### src/rtl/box_edge_ctrl_if.sv
// Binary motion-mask stream carrying frame/line syncs and pixel qualifier.
// master drives the stream, slave (the box controller) consumes it.
interface box_edge_ctrl_if;
  logic mask_vsync;
  logic mask_hsync;
  logic mask_valid;
  logic mask_bit;

  modport master (
    output mask_vsync,
    output mask_hsync,
    output mask_valid,
    output mask_bit
  );

  modport slave (
    input mask_vsync,
    input mask_hsync,
    input mask_valid,
    input mask_bit
  );
endinterface

### src/rtl/box_edge_ctrl.sv
// Motion bounding-box controller: accumulates motion-pixel extents per frame,
// latches box edges at frame start. Ports: clk, rst_n, mask (slave), en,
// box_flag, top/bottom/left/right_edge, box_update.
module box_edge_ctrl #(
  parameter logic [10:0] IMG_W       = 11'd1280,
  parameter logic [10:0] IMG_H       = 11'd720,
  parameter logic [20:0] PIX_THR     = 21'd16,
  parameter logic [3:0]  HOLD_FRAMES = 4'd3
) (
  input  logic          clk,
  input  logic          rst_n,
  box_edge_ctrl_if.slave mask,
  input  logic          en,
  output logic          box_flag,
  output logic [10:0]   top_edge,
  output logic [10:0]   bottom_edge,
  output logic [10:0]   left_edge,
  output logic [10:0]   right_edge,
  output logic          box_update
);

  typedef enum logic [1:0] {
    IDLE  = 2'd0,
    ACCUM = 2'd1,
    LATCH = 2'd2
  } state_t;

  state_t state;
  state_t state_nx;

  logic vs_d;
  logic hs_d;
  logic valid_d;
  logic vs_rise;
  logic hs_rise;
  logic line_end;

  logic [10:0] x_cnt;
  logic [10:0] y_cnt;
  logic [10:0] min_x;
  logic [10:0] max_x;
  logic [10:0] min_y;
  logic [10:0] max_y;
  logic [20:0] pix_cnt;
  logic [3:0]  hold_cnt;

  logic acc_en;
  logic latch;
  logic hit;
  logic keep;
  logic drop;

  always_ff @(posedge clk or negedge rst_n) begin
    if (!rst_n) begin
      vs_d    <= 1'b0;
      hs_d    <= 1'b0;
      valid_d <= 1'b0;
    end else begin
      vs_d    <= mask.mask_vsync;
      hs_d    <= mask.mask_hsync;
      valid_d <= mask.mask_valid;
    end
  end

  assign vs_rise  = mask.mask_vsync & ~vs_d;
  assign hs_rise  = mask.mask_hsync & ~hs_d;
  assign line_end = valid_d & ~mask.mask_valid;

  always_ff @(posedge clk or negedge rst_n) begin
    if (!rst_n) begin
      x_cnt <= 11'd0;
    end else if (hs_rise) begin
      x_cnt <= 11'd0;
    end else if (mask.mask_valid &&
                 x_cnt != IMG_W - 11'd1) begin
      x_cnt <= x_cnt + 11'd1;
    end
  end

  // Lines are counted on the falling edge of the valid run.
  always_ff @(posedge clk or negedge rst_n) begin
    if (!rst_n) begin
      y_cnt <= 11'd0;
    end else if (vs_rise) begin
      y_cnt <= 11'd0;
    end else if (line_end &&
                 y_cnt != IMG_H - 11'd1) begin
      y_cnt <= y_cnt + 11'd1;
    end
  end

  always_ff @(posedge clk or negedge rst_n) begin
    if (!rst_n) state <= IDLE;
    else        state <= state_nx;
  end

  always_comb begin
    state_nx = state;
    unique case (state)
      IDLE:    if (vs_rise) state_nx = ACCUM;
      ACCUM:   if (vs_rise) state_nx = LATCH;
      LATCH:   state_nx = ACCUM;
      default: state_nx = IDLE;
    endcase
  end

  always_comb begin
    acc_en = 1'b0;
    latch  = 1'b0;
    unique case (state)
      ACCUM: acc_en = mask.mask_valid &
                      mask.mask_bit & ~vs_rise;
      LATCH: latch  = 1'b1;
      default: ;
    endcase
  end

  always_ff @(posedge clk or negedge rst_n) begin
    if (!rst_n) begin
      min_x   <= 11'h7FF;
      min_y   <= 11'h7FF;
      max_x   <= 11'd0;
      max_y   <= 11'd0;
      pix_cnt <= 21'd0;
    end else if (latch) begin
      min_x   <= 11'h7FF;
      min_y   <= 11'h7FF;
      max_x   <= 11'd0;
      max_y   <= 11'd0;
      pix_cnt <= 21'd0;
    end else if (acc_en) begin
      if (x_cnt < min_x) min_x <= x_cnt;
      if (x_cnt > max_x) max_x <= x_cnt;
      if (y_cnt < min_y) min_y <= y_cnt;
      if (y_cnt > max_y) max_y <= y_cnt;
      if (pix_cnt != '1) pix_cnt <= pix_cnt + 21'd1;
    end
  end

  assign hit  = pix_cnt >= PIX_THR;
  assign keep = ~hit & (hold_cnt != 4'd0);
  assign drop = ~hit & (hold_cnt == 4'd0);

  always_ff @(posedge clk or negedge rst_n) begin
    if (!rst_n) begin
      top_edge    <= 11'd0;
      bottom_edge <= 11'd0;
      left_edge   <= 11'd0;
      right_edge  <= 11'd0;
      box_update  <= 1'b0;
    end else begin
      box_update <= latch & hit;
      if (latch && hit) begin
        left_edge   <= min_x;
        right_edge  <= max_x;
        top_edge    <= min_y;
        bottom_edge <= max_y;
      end
    end
  end

  // Disable wins over any latch decision; edges keep loading regardless.
  always_ff @(posedge clk or negedge rst_n) begin
    if (!rst_n) begin
      box_flag <= 1'b0;
      hold_cnt <= 4'd0;
    end else if (!en) begin
      box_flag <= 1'b0;
      hold_cnt <= 4'd0;
    end else if (latch) begin
      unique case (1'b1)
        hit: begin
          hold_cnt <= HOLD_FRAMES;
          box_flag <= 1'b1;
        end
        keep: begin
          hold_cnt <= hold_cnt - 4'd1;
          box_flag <= 1'b1;
        end
        drop: box_flag <= 1'b0;
        default: ;
      endcase
    end
  end

endmodule
### src/flat_wrapper.sv
// flat-port wrapper written by rule: the top's interface ports become plain ports
module box_edge_ctrl_flat 
#(
  parameter logic [10:0] IMG_W       = 11'd1280,
  parameter logic [10:0] IMG_H       = 11'd720,
  parameter logic [20:0] PIX_THR     = 21'd16,
  parameter logic [3:0]  HOLD_FRAMES = 4'd3
)
  (clk, rst_n, en, box_flag, top_edge, bottom_edge, left_edge, right_edge, box_update, mask_mask_vsync, mask_mask_hsync, mask_mask_valid, mask_mask_bit);
  box_edge_ctrl_if mask_i ();
  input  logic clk;
  input  logic rst_n;
  input  logic en;
  output logic box_flag;
  output logic [10:0] top_edge;
  output logic [10:0] bottom_edge;
  output logic [10:0] left_edge;
  output logic [10:0] right_edge;
  output logic box_update;
  input wire logic [$bits(mask_i.mask_vsync)-1:0] mask_mask_vsync;
  input wire logic [$bits(mask_i.mask_hsync)-1:0] mask_mask_hsync;
  input wire logic [$bits(mask_i.mask_valid)-1:0] mask_mask_valid;
  input wire logic [$bits(mask_i.mask_bit)-1:0] mask_mask_bit;
  assign mask_i.mask_vsync = mask_mask_vsync;
  assign mask_i.mask_hsync = mask_mask_hsync;
  assign mask_i.mask_valid = mask_mask_valid;
  assign mask_i.mask_bit = mask_mask_bit;
  box_edge_ctrl #(.IMG_W(IMG_W), .IMG_H(IMG_H), .PIX_THR(PIX_THR), .HOLD_FRAMES(HOLD_FRAMES)) u_core (.clk(clk), .rst_n(rst_n), .mask(mask_i), .en(en), .box_flag(box_flag), .top_edge(top_edge), .bottom_edge(bottom_edge), .left_edge(left_edge), .right_edge(right_edge), .box_update(box_update));
endmodule
### config.mk
export PLATFORM = sky130hd
export DESIGN_NAME = box_edge_ctrl_flat
export DESIGN_NICKNAME = d
export VERILOG_FILES = /design/src/rtl/box_edge_ctrl_if.sv /design/src/rtl/box_edge_ctrl.sv /design/src/flat_wrapper.sv
export SDC_FILE = /design/constraint.sdc
export NUM_CORES = 1
export LEC_CHECK = 0
export ABC_CLOCK_PERIOD_IN_PS = 3700
export CAP_MARGIN = 20
export CORE_MARGIN = 10
export CORE_UTILIZATION = 60
export CTS_CLUSTER_DIAMETER = 60
export DETAILED_ROUTE_END_ITERATION = 7
export PLACE_DENSITY = 0.88
export SKIP_CTS_REPAIR_TIMING = 1
export SYNTH_ARGS = -nofsm -noshare
export SYNTH_HDL_FRONTEND = slang
export SYNTH_SLANG_ARGS = --single-unit
### constraint.sdc
create_clock -name clk -period 3.7 [get_ports clk]
set_input_delay 0.74 -clock clk [delete_from_list [all_inputs] [get_ports clk]]
set_output_delay 0.74 -clock clk [all_outputs]
set_load 0.005 [all_outputs]
-- Word level (Yosys, flattened, before mapping)
Index checks and enable logic that the tools add are counted.
- reductions and logical operators: 23
- $add $sub $neg: 4
- bitwise operators: 13
- muxes and demuxes: 30
- $lt $le $gt $ge: 5
- eq/ne operators: 10
- operator list (kind ; count):
    11-bit 2-to-1 mux ; 16
    21-bit 2-to-1 mux ; 3
    11-bit by 1-bit adder with 11-bit output (second input constant) ; 2
    11-bit > comparator ; 2
    11-bit < comparator ; 2
    21-bit by 1-bit adder with 21-bit output (second input constant) ; 1
    21-bit by 5-bit >= comparator with 1-bit output (second input constant) ; 1
    21-bit != test (second input constant) ; 1
    2-bit AND reduction ; 8
    2-bit nonzero test ; 8
    11-bit by 10-bit != test with 1-bit output (second input constant) ; 1
    11-bit != test (second input constant) ; 1
    1-bit bitwise AND ; 8
    4-bit 2-to-1 mux ; 2
    4-bit case mux with 2 select lines ; 1
    2-bit by 1-bit != test with 1-bit output (second input constant) ; 3
    2-bit case mux with 3 select lines ; 1
    1-bit inverter ; 5
    4-bit logical NOT ; 1
    1-bit 2-to-1 mux ; 4
    2-bit 2-to-1 mux ; 2
    4-bit nonzero test ; 1
    4-bit by 1-bit subtractor with 4-bit output (second input constant) ; 1
    1-bit logical AND ; 3
    other kinds (7) ; 7
- logic and storage cells: 103
- bits of input ports: 7
- flip-flop bits (word level): 142
- output and inout port bits: 46

-- Longest topological paths before layout
- word-level depth: 7
- mapped depth: 8
- mapped depth without buffers: 7

-- Worst setup path before layout
OpenSTA, ideal clock, no wires.
- kind: reg-to-reg
- start: register u_core.min_y[5]
- end: register u_core.min_y[10]
- stages on the path, launching flop included: 8
- setup slack: 1652 ps
- required time: 3625 ps
- arrival time: 1973 ps
- clock period less this slack: 2048 ps
- path through: dfstp_2 -> inv_1 -> ha_1 -> nand4_1 -> o311a_1 -> o211ai_1 -> buf_2 -> mux2i_1
- cells in the longest elaborated chain, start to end: 3
- RTL lines (element ; line ; text):
    start: declaration ; box_edge_ctrl.sv:42 ; logic [10:0] min_y;
    start signal: assignment ; box_edge_ctrl.sv:134 ; if (y_cnt < min_y) min_y <= y_cnt;
    11-bit < comparator ; box_edge_ctrl.sv:134 ;
    2-bit nonzero test (no source line) ; - ;
    2-bit AND reduction (no source line) ; - ;
No other way between the ends.
A chain may end at the register's enable or synchronous reset.

-- Worst setup path after layout
- start: register u_core.pix_cnt[6]
- end: register u_core.bottom_edge[10]
- cells in the longest elaborated chain, start to end: 2
- RTL lines (element ; line ; text):
    start: declaration ; box_edge_ctrl.sv:44 ; logic [20:0] pix_cnt;
    start signal: assignment ; box_edge_ctrl.sv:136 ; if (pix_cnt != '1) pix_cnt <= pix_cnt + 21'd1;
    21-bit by 5-bit >= comparator with 1-bit output ; box_edge_ctrl.sv:140 ; assign hit = pix_cnt >= PIX_THR;
    1-bit logical AND ; box_edge_ctrl.sv:153 ; if (latch && hit) begin
    end signal: assignment ; box_edge_ctrl.sv:157 ; bottom_edge <= max_y;
    end: declaration ; box_edge_ctrl.sv:16 ; output logic [10:0] bottom_edge,
No other way between the ends.

==> impl_metrics.tcl <==
set metrics [dict create \
    yosys_warnings 0 \
    dpl.hpwl_um 11600 \
    share_of_post_route_cells_with_drive_strength_above_1_pct 16.6 \
    grt_antenna_before_repair 0 \
    design_area_sq_um 8670 \
    layout.filler_cells 801 \
    timing.critical_path.slowest_cell_delay_ns 0.56 \
    gp_weighted_congestion 0.901 \
    ctsLongestPathBuffers 2 \
    boundaryPins 53 \
    grt_pass1_wl_um 28400 \
    clock_insertion_delay_worst_skew_ns 0.42 \
    postSynth.topFlopCell "sky130_fd_sc_hd__dfrtp_1" \
    vias_in_the_first_global_route 5773 \
    clkSlewWorstSetupHoldPaths_ns 0.06 \
    worst_slew_margin_rel_pct 37.4 \
    fin_tns_setup_ns 0 \
    fraction_of_synthesis_flops_using_an_asynchronous_set_or_reset_pin_pct 100 \
    final_critical_path_share_of_the_clock_period_pct 71.8 \
    numClockSinks 142 \
    synthTopCellsByArea "sky130_fd_sc_hd__dfrtp_1, sky130_fd_sc_hd__ha_1, sky130_fd_sc_hd__dfstp_2, sky130_fd_sc_hd__mux2_2, sky130_fd_sc_hd__mux2i_1" \
    grt_setup_unrepaired "false" \
    pwr-share-clk_pct 28.7 \
    antenna_violating_nets_post_route 0 \
    grt_max_degree 90 \
    ys_ff_latch 142 \
    power.switching_fraction_pct 30.9 \
    highest_clock_rate_ghz 0.376 \
    register_area_sq_um 3580 \
    worst_ep_required_time_ns 4.00 \
    grt_ovf 0 \
    post_synth_instance_area_sq_um 7360 \
    synth_most_common_cell "sky130_fd_sc_hd__dfrtp_1" \
    reg2reg_slack_ns 1.04 \
    finalWirelength_um 16600 \
    endpoint_kind "register" \
    route.vias.total 5437 \
    synth_top_area_share_pct 40.8 \
    start_util_pct 61.3 \
    synth_cell_type_count 52 \
    fin_util_pct 72.2 \
    area_growth_syn_to_layout_pct 17.8 \
    crit_chain "nor4_1 -> nand2_1 -> nor3_1 -> nand2b_2 -> buf_12 -> mux2_2" \
    fp-row-count 40 \
    timing.final.setup_violations 0 \
    drv_cap 0 \
    status "complete, no violations" \
    finClkSkew_ns 0.00893 \
    total_power_w 0.00623 \
    remaining_design_rule_violation_count 0 \
    ctsRootBufferMaster "sky130_fd_sc_hd__clkbuf_16" \
    tritoncts "yes" \
    cts-buffers-inserted 17 \
    worst-slew-pin-transition_ns 0.938 \
    floorplan.die.height_um 131 \
    core_area_sq_um 12000 \
    switching_power_summed_over_all_nets_w 0.00193 \
    synth_instances 686 \
    synth_edf_count 0 \
    detail_route.vias_per_cell 6.01 \
    area_occupied_by_multi_input_gates_sq_um 3410 \
    power.ir.vdd_worst_uv 471 \
    timing.setup.critical_path_class "register to register" \
    synth_area_per_cell_sq_um 10.7 \
    seq_total_area_yosys_pct 48.6 \
    number_of_input_and_output_port_buffers_inserted 52 \
    hold-worst-slack_ns 0.395 \
    fin_crit_period_ns 2.66 \
    dieArea_sq_um 17100 \
    power.combinational.fraction_pct 30.5 \
    yosys.area.top_type "sky130_fd_sc_hd__dfrtp_1" \
    timing.hold.worst.class "primary input to asynchronous set/reset pin" \
    postPlaceCellArea_sq_um 8040 \
    first_iteration_detailed_routing_drc_count 383 \
    critical_path_peak_fanout 28 \
    wl_per_cell_um 18.4 \
    synthTopCellsByCount "sky130_fd_sc_hd__dfrtp_1, sky130_fd_sc_hd__inv_1, sky130_fd_sc_hd__nor2_1, sky130_fd_sc_hd__ha_1" \
    final_slew_viol_count 0 \
    globalRouteTotalUtil_pct 21.0 \
    nature_of_the_critical_path_startpoint "register" \
    powerDensity_nw_per_um2 719 \
    timing.critical_path.arrival_ns 2.95 \
    dieWidth_um 131 \
    post_synthesis_net_count 741 \
    power.static_leakage_nw 4.01 \
    power.internal_w 0.00430 \
    final_net_count 799 \
    hold_violations 0 \
    num_antenna_cells 0 \
    portion_of_total_power_attributed_to_sequential_cells_pct 40.8 \
    cts-htree-levels 4 \
    timing.critical_path.slowest_stage_cell "sky130_fd_sc_hd__nand2b_2" \
    detailedRoute.firstPassIterationCount 5 \
]
[cell families after synthesis]
logic type	synth area share, %
adder cells (fa/ha/maj)	8.16
buffers and inverters	5.29
XOR/XNOR	2.62
multiplexers	13.6
AND/OR/NAND/NOR	14.2
AO/OA/AOI/OAI	7.50
flip-flops	48.6
[cell usage in the layout, fill, tap and decap left out, types with 8 or more instances in the layout]
| cell | Yosys | final |
|---|---|---|
| sky130_fd_sc_hd__nand2_1 | 47 | 47 |
| sky130_fd_sc_hd__nor2_1 | 63 | 63 |
| sky130_fd_sc_hd__mux2_2 | 47 | 47 |
| sky130_fd_sc_hd__dfstp_2 | 22 | 22 |
| sky130_fd_sc_hd__nand3_1 | 13 | 13 |
| sky130_fd_sc_hd__clkbuf_16 | 0 | 17 |
| sky130_fd_sc_hd__or3_1 | 8 | 8 |
| sky130_fd_sc_hd__nand4_1 | 14 | 14 |
| sky130_fd_sc_hd__nor3_1 | 10 | 10 |
| sky130_fd_sc_hd__o21ai_0 | 18 | 18 |
| sky130_fd_sc_hd__mux2i_1 | 47 | 47 |
| sky130_fd_sc_hd__xnor2_1 | 19 | 19 |
| sky130_fd_sc_hd__dfrtp_1 | 120 | 120 |
| sky130_fd_sc_hd__clkdlybuf4s50_1 | 0 | 51 |
| sky130_fd_sc_hd__a21oi_1 | 30 | 30 |
| sky130_fd_sc_hd__inv_1 | 70 | 70 |
| sky130_fd_sc_hd__ha_1 | 48 | 48 |
[layout make-up]
class / instances / area share (%)
clock buffers: 22 / 5.70
repair buffers: 60 / 7.00
flip-flops and latches: 142 / 41.3
multi-input cells: 453 / 39.3
well taps: 147 / 2.12
inverters: 70 / 3.03
clock inverters: 10 / 1.54
[flip-flops by register name, indices dropped and copies added (netlist names), 2 cells and up]
| register | flops |
|---|---|
| u_core.pix_cnt | 21 |
| u_core.bottom_edge | 11 |
| u_core.left_edge | 11 |
| u_core.max_x | 11 |
| u_core.max_y | 11 |
| u_core.min_x | 11 |
| u_core.min_y | 11 |
| u_core.right_edge | 11 |
| u_core.top_edge | 11 |
| u_core.x_cnt | 11 |
| u_core.y_cnt | 11 |
| u_core.hold_cnt | 4 |
| u_core.state | 2 |
[worst max-delay path, delay by kind of cell (launching register included)]
family	cells	cell delay, ns
buffers and inverters	1	0.25
flip-flops	1	0.46
AND/OR/NAND/NOR	4	1.42
multiplexers	1	0.37
[layer usage]
layer / track usage (%) / wire, um / vias up
met3: 4.88 / 935 / 36
met2: 34.9 / 8380 / 184
met1: 25.6 / 6900 / 2708
li1: - / - / 2509
met4: 9.22 / 398 / 0
met5: 0 / 0 / -
[stage by stage]
| stage | cells | setup WS (ns) |
|---|---|---|
| after floorplan | 686 | 1.65 |
| after global placement | 872 | 0.907 |
| after detailed placement | 872 | 0.806 |
| after CTS | 904 | 1.09 |
| after global routing | 904 | 0.980 |
| final | 904 | 1.04 |
[power by group through the flow]
| stage | sequential, W | combinational (W) | clock [W] |
|---|---|---|---|
| after floorplan | 0.00245 | 0.00106 | 0 |
| after global routing | 0.00262 | 0.00212 | 0.00188 |
| after global placement | 0.00252 | 0.00177 | 0 |
| final | 0.00254 | 0.00190 | 0.00179 |
| after CTS | 0.00254 | 0.00192 | 0.00180 |
| after detailed placement | 0.00256 | 0.00188 | 0 |
[final timing paths]
kind | startpoint | endpoint | cells after the start
worst min-delay path | rst_n | u_core.top_edge[0] | 1
worst max register to register | u_core.pix_cnt[6] | u_core.bottom_edge[10] | 6
min in group clk | u_core.top_edge[1] | u_core.top_edge[1] | 1
worst max-delay path | u_core.pix_cnt[6] | u_core.bottom_edge[10] | 6
max in group asynchronous | rst_n | u_core.min_x[9] | 2
worst min register to register | u_core.top_edge[1] | u_core.top_edge[1] | 1
Note: power is estimated with default switching activity, not from simulation.
